===== config.mk =====
export PLATFORM = sky130hd
export DESIGN_NAME = alu_rr_sequencer
export DESIGN_NICKNAME = d
export VERILOG_FILES = /design/src/rtl/alu_rr_sequencer.sv
export SDC_FILE = /design/constraint.sdc
export NUM_CORES = 1
export LEC_CHECK = 0
export ABC_AREA = 1
export BUFFER_PORTS_ARGS = -buffer_cell sky130_fd_sc_hd__clkbuf_2
export CAP_MARGIN = 20
export CORE_ASPECT_RATIO = 1.4
export CORE_MARGIN = 2
export CORE_UTILIZATION = 26
export DETAILED_ROUTE_END_ITERATION = 8
export GPL_ROUTABILITY_DRIVEN = 0
export HOLD_SLACK_MARGIN = 0.08
export PLACE_DENSITY_LB_ADDON = 0.15
export SLEW_MARGIN = 10
export SYNTH_ARGS = -nofsm -noshare
export SYNTH_HDL_FRONTEND = slang
export SYNTH_SLANG_ARGS = --single-unit

===== constraint.sdc =====
create_clock -name clk_i -period 3.3 [get_ports clk_i]
set_input_delay 0.99 -clock clk_i [delete_from_list [all_inputs] [get_ports clk_i]]
set_output_delay 0.99 -clock clk_i [all_outputs]
set_load 0.05 [all_outputs]

===== src/rtl/alu_rr_sequencer.sv =====
// Round-robin front end sharing one 4-function ALU between two requesters.
// Accepts a request in IDLE, computes in EXEC, and holds the tagged response in RESP.
module alu_rr_sequencer #(
  parameter int WIDTH = 8
) (
  input  logic             clk_i,
  input  logic             rst_n_i,
  input  logic [1:0]       req_valid_i,
  output logic [1:0]       req_ready_o,
  input  logic [1:0]       req0_op_i,
  input  logic [WIDTH-1:0] req0_a_i,
  input  logic [WIDTH-1:0] req0_b_i,
  input  logic [1:0]       req1_op_i,
  input  logic [WIDTH-1:0] req1_a_i,
  input  logic [WIDTH-1:0] req1_b_i,
  output logic             rsp_valid_o,
  input  logic             rsp_ready_i,
  output logic             rsp_id_o,
  output logic [WIDTH-1:0] rsp_result_o,
  output logic             rsp_carry_o,
  output logic [1:0]       dbg_state_o
);

  // Handshakes: a request transfers on req_valid_i[k] && req_ready_o[k] at a rising
  // edge; a response transfers on rsp_valid_o && rsp_ready_i at a rising edge.
  // Neither valid may depend on the corresponding ready.

  typedef enum logic [1:0] {
    IDLE = 2'd0,
    EXEC = 2'd1,
    RESP = 2'd2
  } state_t;

  state_t           state_q, state_d;
  logic             last_grant_q, last_grant_d;
  logic [1:0]       op_q, op_d;
  logic [WIDTH-1:0] a_q, a_d;
  logic [WIDTH-1:0] b_q, b_d;
  logic             id_q, id_d;
  logic             rsp_valid_q, rsp_valid_d;
  logic             rsp_id_q, rsp_id_d;
  logic [WIDTH-1:0] rsp_result_q, rsp_result_d;
  logic             rsp_carry_q, rsp_carry_d;

  logic             grant;
  logic             req_pending;
  logic [WIDTH:0]   alu_res;

  // On a tie the requester that did not win last time is served.
  always_comb begin
    req_pending = |req_valid_i;
    if (req_valid_i == 2'b11) begin
      grant = ~last_grant_q;
    end else begin
      grant = req_valid_i[1];
    end
  end

  assign req_ready_o = (state_q == IDLE && req_pending) ? (grant ? 2'b10 : 2'b01) : 2'b00;

  // Subtraction wraps modulo 2^(WIDTH+1), so the top bit is the borrow.
  always_comb begin
    alu_res = '0;
    case (op_q)
      2'd0:    alu_res = {1'b0, a_q} + {1'b0, b_q};
      2'd1:    alu_res = {1'b0, a_q} - {1'b0, b_q};
      2'd2:    alu_res = {1'b0, a_q & b_q};
      default: alu_res = {1'b0, a_q | b_q};
    endcase
  end

  always_comb begin
    state_d      = state_q;
    last_grant_d = last_grant_q;
    op_d         = op_q;
    a_d          = a_q;
    b_d          = b_q;
    id_d         = id_q;
    rsp_valid_d  = rsp_valid_q;
    rsp_id_d     = rsp_id_q;
    rsp_result_d = rsp_result_q;
    rsp_carry_d  = rsp_carry_q;
    case (state_q)
      IDLE: begin
        if (req_pending) begin
          op_d         = grant ? req1_op_i : req0_op_i;
          a_d          = grant ? req1_a_i  : req0_a_i;
          b_d          = grant ? req1_b_i  : req0_b_i;
          id_d         = grant;
          last_grant_d = grant;
          state_d      = EXEC;
        end
      end
      EXEC: begin
        rsp_result_d = alu_res[WIDTH-1:0];
        rsp_carry_d  = alu_res[WIDTH];
        rsp_id_d     = id_q;
        rsp_valid_d  = 1'b1;
        state_d      = RESP;
      end
      RESP: begin
        // Data registers are left as-is after the handshake; only valid drops.
        if (rsp_ready_i) begin
          rsp_valid_d = 1'b0;
          state_d     = IDLE;
        end
      end
      default: state_d = IDLE;
    endcase
  end

  always_ff @(posedge clk_i or negedge rst_n_i) begin
    if (!rst_n_i) begin
      state_q      <= IDLE;
      last_grant_q <= 1'b1;
      op_q         <= '0;
      a_q          <= '0;
      b_q          <= '0;
      id_q         <= 1'b0;
      rsp_valid_q  <= 1'b0;
      rsp_id_q     <= 1'b0;
      rsp_result_q <= '0;
      rsp_carry_q  <= 1'b0;
    end else begin
      state_q      <= state_d;
      last_grant_q <= last_grant_d;
      op_q         <= op_d;
      a_q          <= a_d;
      b_q          <= b_d;
      id_q         <= id_d;
      rsp_valid_q  <= rsp_valid_d;
      rsp_id_q     <= rsp_id_d;
      rsp_result_q <= rsp_result_d;
      rsp_carry_q  <= rsp_carry_d;
    end
  end

  assign rsp_valid_o  = rsp_valid_q;
  assign rsp_id_o     = rsp_id_q;
  assign rsp_result_o = rsp_result_q;
  assign rsp_carry_o  = rsp_carry_q;
  assign dbg_state_o  = state_q;

endmodule


==> impl_metrics.env, run 1 <==
export IMPL_worstMarginPinSlew_ps=838
export IMPL_start_util_pct=26.8
export IMPL_combPwrFrac_pct=62.7
export IMPL_arrival_ps=1780
export IMPL_final_nets=398
export IMPL_drv_slew=0
export IMPL_ys_async_sr_fraction_pct=100
export IMPL_synth_cell_types=31
export IMPL_drive_gt1_share_pct=24.0
export IMPL_clk_latency_ps=280
export IMPL_multiInputGateArea_mm2=0.00117
export IMPL_antenna_found_initial=0
export IMPL_grt_pass1_vias=2056
export IMPL_hold_depth=2
export IMPL_syn_nets=339
export IMPL_r2r_end="rsp_carry_o$_DFFE_PN0P_"
export IMPL_grt_pass1_wl_um=9780
export IMPL_switchingPower_mw=1.81
export IMPL_cts_tree="done"
export IMPL_synthesis_area_mm2=0.00219
export IMPL_crit_fanout=10
export IMPL_reg2reg_depth=14
export IMPL_ff_latch_area_um2=827
export IMPL_rsz0062_at_grt="false"
export IMPL_synth_common_cells="nand2_1 (95), inv_1 (33), dfrtp_1 (32)"
export IMPL_p_int_mw=1.76
export IMPL_cts_setup_buffers=0
export IMPL_run_status="completed"
export IMPL_ant_nets=0
export IMPL_cts_resized=0
export IMPL_gr_total_overflow=0
export IMPL_num_rows=39
export IMPL_cellLeakagePower_nw=1.42
export IMPL_preCtsSetupSlack_ps=523
export IMPL_synth_edf_count=0
export IMPL_dr_pass1_iters=4
export IMPL_syn_inst=286
export IMPL_dp_hpwl_um=4690
export IMPL_swShare_pct=50.7
export IMPL_cts_inserted_buffers=5
export IMPL_via_per_inst=4.49
export IMPL_instances_no_fill=448
export IMPL_design_area_mm2=0.00273
export IMPL_place_area_mm2=0.00256
export IMPL_worstSetupStartpointType="input port"
export IMPL_hp_class="flop to flop"
export IMPL_grt_start_max_net_pins=34
export IMPL_post_route_period_util_pct=83.9
export IMPL_r2r_slack_ps=1050
export IMPL_fin_tns_setup_ps=0
export IMPL_pwr_share_clk_pct=15.3
export IMPL_dp_cells=440
export IMPL_htree_levels=2
export IMPL_drc=0
export IMPL_dieArea_mm2=0.00920
export IMPL_synthFlopType="dfrtp_1"
export IMPL_ioPinCount=56
export IMPL_layout_setup_ws_ps=533
export IMPL_yosysTopAreaCellShare_pct=36.5
export IMPL_vias=2013
export IMPL_timing_fmax_mhz=361
export IMPL_area_growth_synth_to_final_pct=24.6
export IMPL_min_delay_start="last_grant_q$_DFFE_PN1P_"
export IMPL_core_mm2=0.00820
export IMPL_p_seq_share_pct=22.0
export IMPL_vdd_ir_drop_max_mv=0.408
export IMPL_wire_per_inst_um=13.1
export IMPL_power_density_mw_per_mm2=1300
export IMPL_cts_root_buffer="clkbuf_16"
export IMPL_fin_skew_ps=8.23
export IMPL_drtIter0Drc=47
export IMPL_worstPathRequired_ps=2310
export IMPL_min_delay_worst_endpoint="last_grant_q$_DFFE_PN1P_"
export IMPL_die_w_um=81.6
export IMPL_avgSynthCellArea_um2=7.67
export IMPL_ys_ff_latch=33
export IMPL_cts_path_max_buffers=2
export IMPL_synth_most_common_cell="nand2_1"
export IMPL_synth_top_cell_by_area="dfrtp_1"
export IMPL_maxCapViolCount=0
export IMPL_port_buffers=55
export IMPL_r2r_start="b_q[0]$_DFFE_PN0P_"
export IMPL_p_total_mw=3.56
export IMPL_seq_area_frac_synth_pct=37.7
export IMPL_diodes=0
export IMPL_fp_dieH_um=113
export IMPL_grt_usage_pct=13.7
export IMPL_fin_crit_ps=2770
export IMPL_clk_pin_slew_ps=50
export IMPL_ys_warn_count=0
export IMPL_cts_hold_buf=0
export IMPL_hold_viol=0
export IMPL_yosys_top_cells_area="dfrtp_1 (36%), nand2_1 (16%), ha_1 (6.3%), inv_1 (5.6%), nand3_1 (4.6%)"
export IMPL_cts_sinks=33
export IMPL_fillerInstances=902
export IMPL_critical_path_class="input port to primary output"
export IMPL_holdWs_ps=478
export IMPL_end_kind="primary output"
export IMPL_slew_headroom_pct=44.2
export IMPL_wl_um=5860
export IMPL_finalSetupViolations=0
export IMPL_utilization_pct=33.3
-- routing by layer --
metal	wire length [um]	vias to the layer above	GRT usage, %	share of wire, %
met5	0	-	0	0
met4	91	0	4.44	1.6
met3	209	7	1.67	3.6
met2	3040	43	24.8	52
met1	2520	919	16.5	43
li1	-	1044	-	-
-- sequential cells by signal (all words and copies together) (netlist names) --
signal	count
a_q	8
b_q	8
dbg_state_o	2
id_q	1
last_grant_q	1
op_q	2
rsp_carry_o	1
rsp_id_o	1
rsp_result_o	8
rsp_valid_o	1
-- worst max-delay path, stage by stage --
cell      delay, ps
clkbuf_2         90
nor2_1           40
nand3b_4        250
nor2_4          130
clkbuf_2        280
-- power groups by stage --
stage	logic [mW]	registers, mW	clock network, mW
6_report	2.23	0.782	0.546
5_1_grt	2.53	0.818	0.577
4_1_cts	2.27	0.786	0.558
3_5_place_dp	2.26	0.791	0
3_3_place_gp	2.25	0.789	0
2_1_floorplan	1.56	0.994	0
-- worst max-delay path by stage --
stage	from	to	slack [ps]	depth (start not counted)
floorplan	req_valid_i[1]	req_ready_o[0]	690	4
global placement	req_valid_i[1]	req_ready_o[1]	540	5
detailed placement	req_valid_i[1]	req_ready_o[1]	520	5
CTS	req_valid_i[1]	req_ready_o[1]	520	5
global route	req_valid_i[1]	req_ready_o[1]	460	5
finish	req_valid_i[1]	req_ready_o[1]	530	5
-- cell type report --
class                           count  share of cell area, %
Clock inverter                      3                   1.69
Tap cell                          102                   4.67
Timing Repair Buffer               57                   10.6
Inverter                           39                   5.35
Sequential cell                    33                   30.3
Clock buffer                        5                   4.58
Multi-Input combinational cell    209                   42.8
-- logic make-up (layout without fill, tap and decap cells) --
family,Yosys count,in the layout,synth area share (%)
XOR/XNOR,8,8,3.19
AO/OA/AOI/OAI,45,45,13.5
AND/OR/NAND/NOR,144,144,29.5
buffers and inverters,44,104,8.95
adder cells (fa/ha/maj),12,12,7.18
flip-flops,33,33,37.7
-- layout by cell type (no fill, tap or decap), types with 7 or more instances in the layout --
cell       n
o211ai_1  10
nand3_1   20
nor2_1    14
clkbuf_2  55
inv_1     33
nand2_1   95
dfrtp_1   32
ha_1      11
a21oi_1    7
o21ai_0   16
(Power assumes the default switching activity.)
==> run 2, diff against run 1 <==
- clock period: 3.3 -> 2.5 ns (I/O delays scaled with it)
==> run 2 against run 1 <==
Die area stayed put. Critical path depth increased by 1. Total power up 34%.
==> impl_metrics.env, run 2 (synthesized netlist as in run 1, its figures left out) <==
export IMPL_finalSetupViolations=0
export IMPL_cts_sinks=33
export IMPL_worstPathRequired_ps=1750
export IMPL_port_buffers=55
export IMPL_htree_levels=2
export IMPL_r2r_start="op_q[0]$_DFFE_PN0P_"
export IMPL_fin_skew_ps=3.08
export IMPL_fp_dieH_um=113
export IMPL_dr_pass1_iters=4
export IMPL_timing_fmax_mhz=446
export IMPL_wire_per_inst_um=13.2
export IMPL_critical_path_class="input port to primary output"
export IMPL_drtIter0Drc=77
export IMPL_drc=0
export IMPL_cts_path_max_buffers=2
export IMPL_vias=2043
export IMPL_num_rows=39
export IMPL_cts_tree="done"
export IMPL_cts_root_buffer="clkbuf_16"
export IMPL_cts_inserted_buffers=5
export IMPL_ant_nets=0
export IMPL_run_status="completed"
export IMPL_diodes=0
export IMPL_grt_usage_pct=14.4
export IMPL_fillerInstances=906
export IMPL_end_kind="primary output"
export IMPL_grt_pass1_wl_um=10300
export IMPL_vdd_ir_drop_max_mv=0.546
export IMPL_fin_crit_ps=2240
export IMPL_hold_viol=0
export IMPL_arrival_ps=1490
export IMPL_die_w_um=81.6
export IMPL_power_density_mw_per_mm2=1720
export IMPL_start_util_pct=26.8
export IMPL_final_nets=402
export IMPL_place_area_mm2=0.00261
export IMPL_layout_common_cells="nand2_1 (95), clkbuf_2 (54), inv_1 (32), dfrtp_1 (32), nand3_1 (20)"
export IMPL_dieArea_mm2=0.00920
export IMPL_via_per_inst=4.52
export IMPL_grt_start_max_net_pins=20
export IMPL_post_route_period_util_pct=89.6
export IMPL_crit_path_start="req_valid_i[0]"
export IMPL_design_area_mm2=0.00278
export IMPL_worstSetupStartpointType="input port"
export IMPL_grt_pass1_vias=2177
export IMPL_worstMarginPinSlew_ps=360
export IMPL_preCtsSetupSlack_ps=245
export IMPL_maxCapViolCount=0
export IMPL_clk_latency_ps=270
export IMPL_ioPinCount=56
export IMPL_clk_pin_slew_ps=50
export IMPL_area_growth_synth_to_final_pct=26.9
export IMPL_crit_fanout=2
export IMPL_layout_setup_ws_ps=260
export IMPL_drv_slew=0
export IMPL_fin_tns_setup_ps=0
export IMPL_antenna_found_initial=0
export IMPL_wl_um=5950
export IMPL_core_mm2=0.00820
export IMPL_cellLeakagePower_nw=1.45
export IMPL_utilization_pct=34.0
export IMPL_hp_class="input port to async pin"
export IMPL_mostFrequentLayoutCell="nand2_1"
export IMPL_dp_hpwl_um=4930
export IMPL_gr_total_overflow=0
export IMPL_rsz0062_at_grt="false"
export IMPL_cts_hold_buf=0
export IMPL_drive_gt1_share_pct=25.1
export IMPL_slew_headroom_pct=75.9
## run 2: cell count changes in the layout (fill, tap and decap cells not counted), sizes merged
cell,delta
buf,+5
clkinv,-1
## run 2: stage by stage
stage | cells | power, mW | hold slack, ps
finish | 452 | 4.78 | 379
CTS | 452 | 4.85 | 394
global placement | 444 | 4.05 | 464
floorplan | 286 | 3.37 | 448
global route | 452 | 5.32 | 400
detailed placement | 444 | 4.09 | 470
## run 2: repair_timing
item | CTS | global route
setup buffers | 0 | 0
setup endpoints to repair | 0 | 1
resized for setup | 0 | 1
## run 2: report_power, final
part | leakage (nW) | switching (mW) | internal, mW | total, mW
Sequential | 0.405 | 0.233 | 0.804 | 1.04
Clock | 0.0831 | 0.231 | 0.497 | 0.728
Combinational | 0.961 | 1.93 | 1.08 | 3.01
## run 2: metal layers
| layer | vias up | wire, um | GRT usage (%) |
|---|---|---|---|
| met5 | - | 0 | 0 |
| met4 | 0 | 195 | 6.33 |
| met3 | 14 | 231 | 2.23 |
| met2 | 55 | 3070 | 24.9 |
| met1 | 927 | 2450 | 17.3 |
| li1 | 1047 | - | - |
## run 2: path summary, 6_finish.rpt
kind                       cells after the start                          end  slack, ps
min in group clk_i                             2     last_grant_q$_DFFE_PN1P_        470
max                                            6               req_ready_o[0]        260
min reg2reg                                    2     last_grant_q$_DFFE_PN1P_        470
max reg2reg                                   14      rsp_carry_o$_DFFE_PN0P_        270
min                                            1  rsp_result_o[1]$_DFFE_PN0P_        380
max in group asynchronous                      2     last_grant_q$_DFFE_PN1P_       1560
## run 2: layout make-up
type / count / area, um2 / share of cell area, %
inverter: 39 / 146 / 5.26
tap: 102 / 128 / 4.58
clock buffer: 6 / 139 / 4.99
timing repair buffer: 61 / 335 / 12.0
sequential: 33 / 827 / 29.7
multi-input combinational: 209 / 1170 / 42.1
clock inverter: 2 / 37.5 / 1.35
## run 2: critical path: stages
cell and delay, ps:
clkbuf_2 90, nand2_1 40, nand2_1 110, inv_1 110, nor2_8 120, clkbuf_2 280
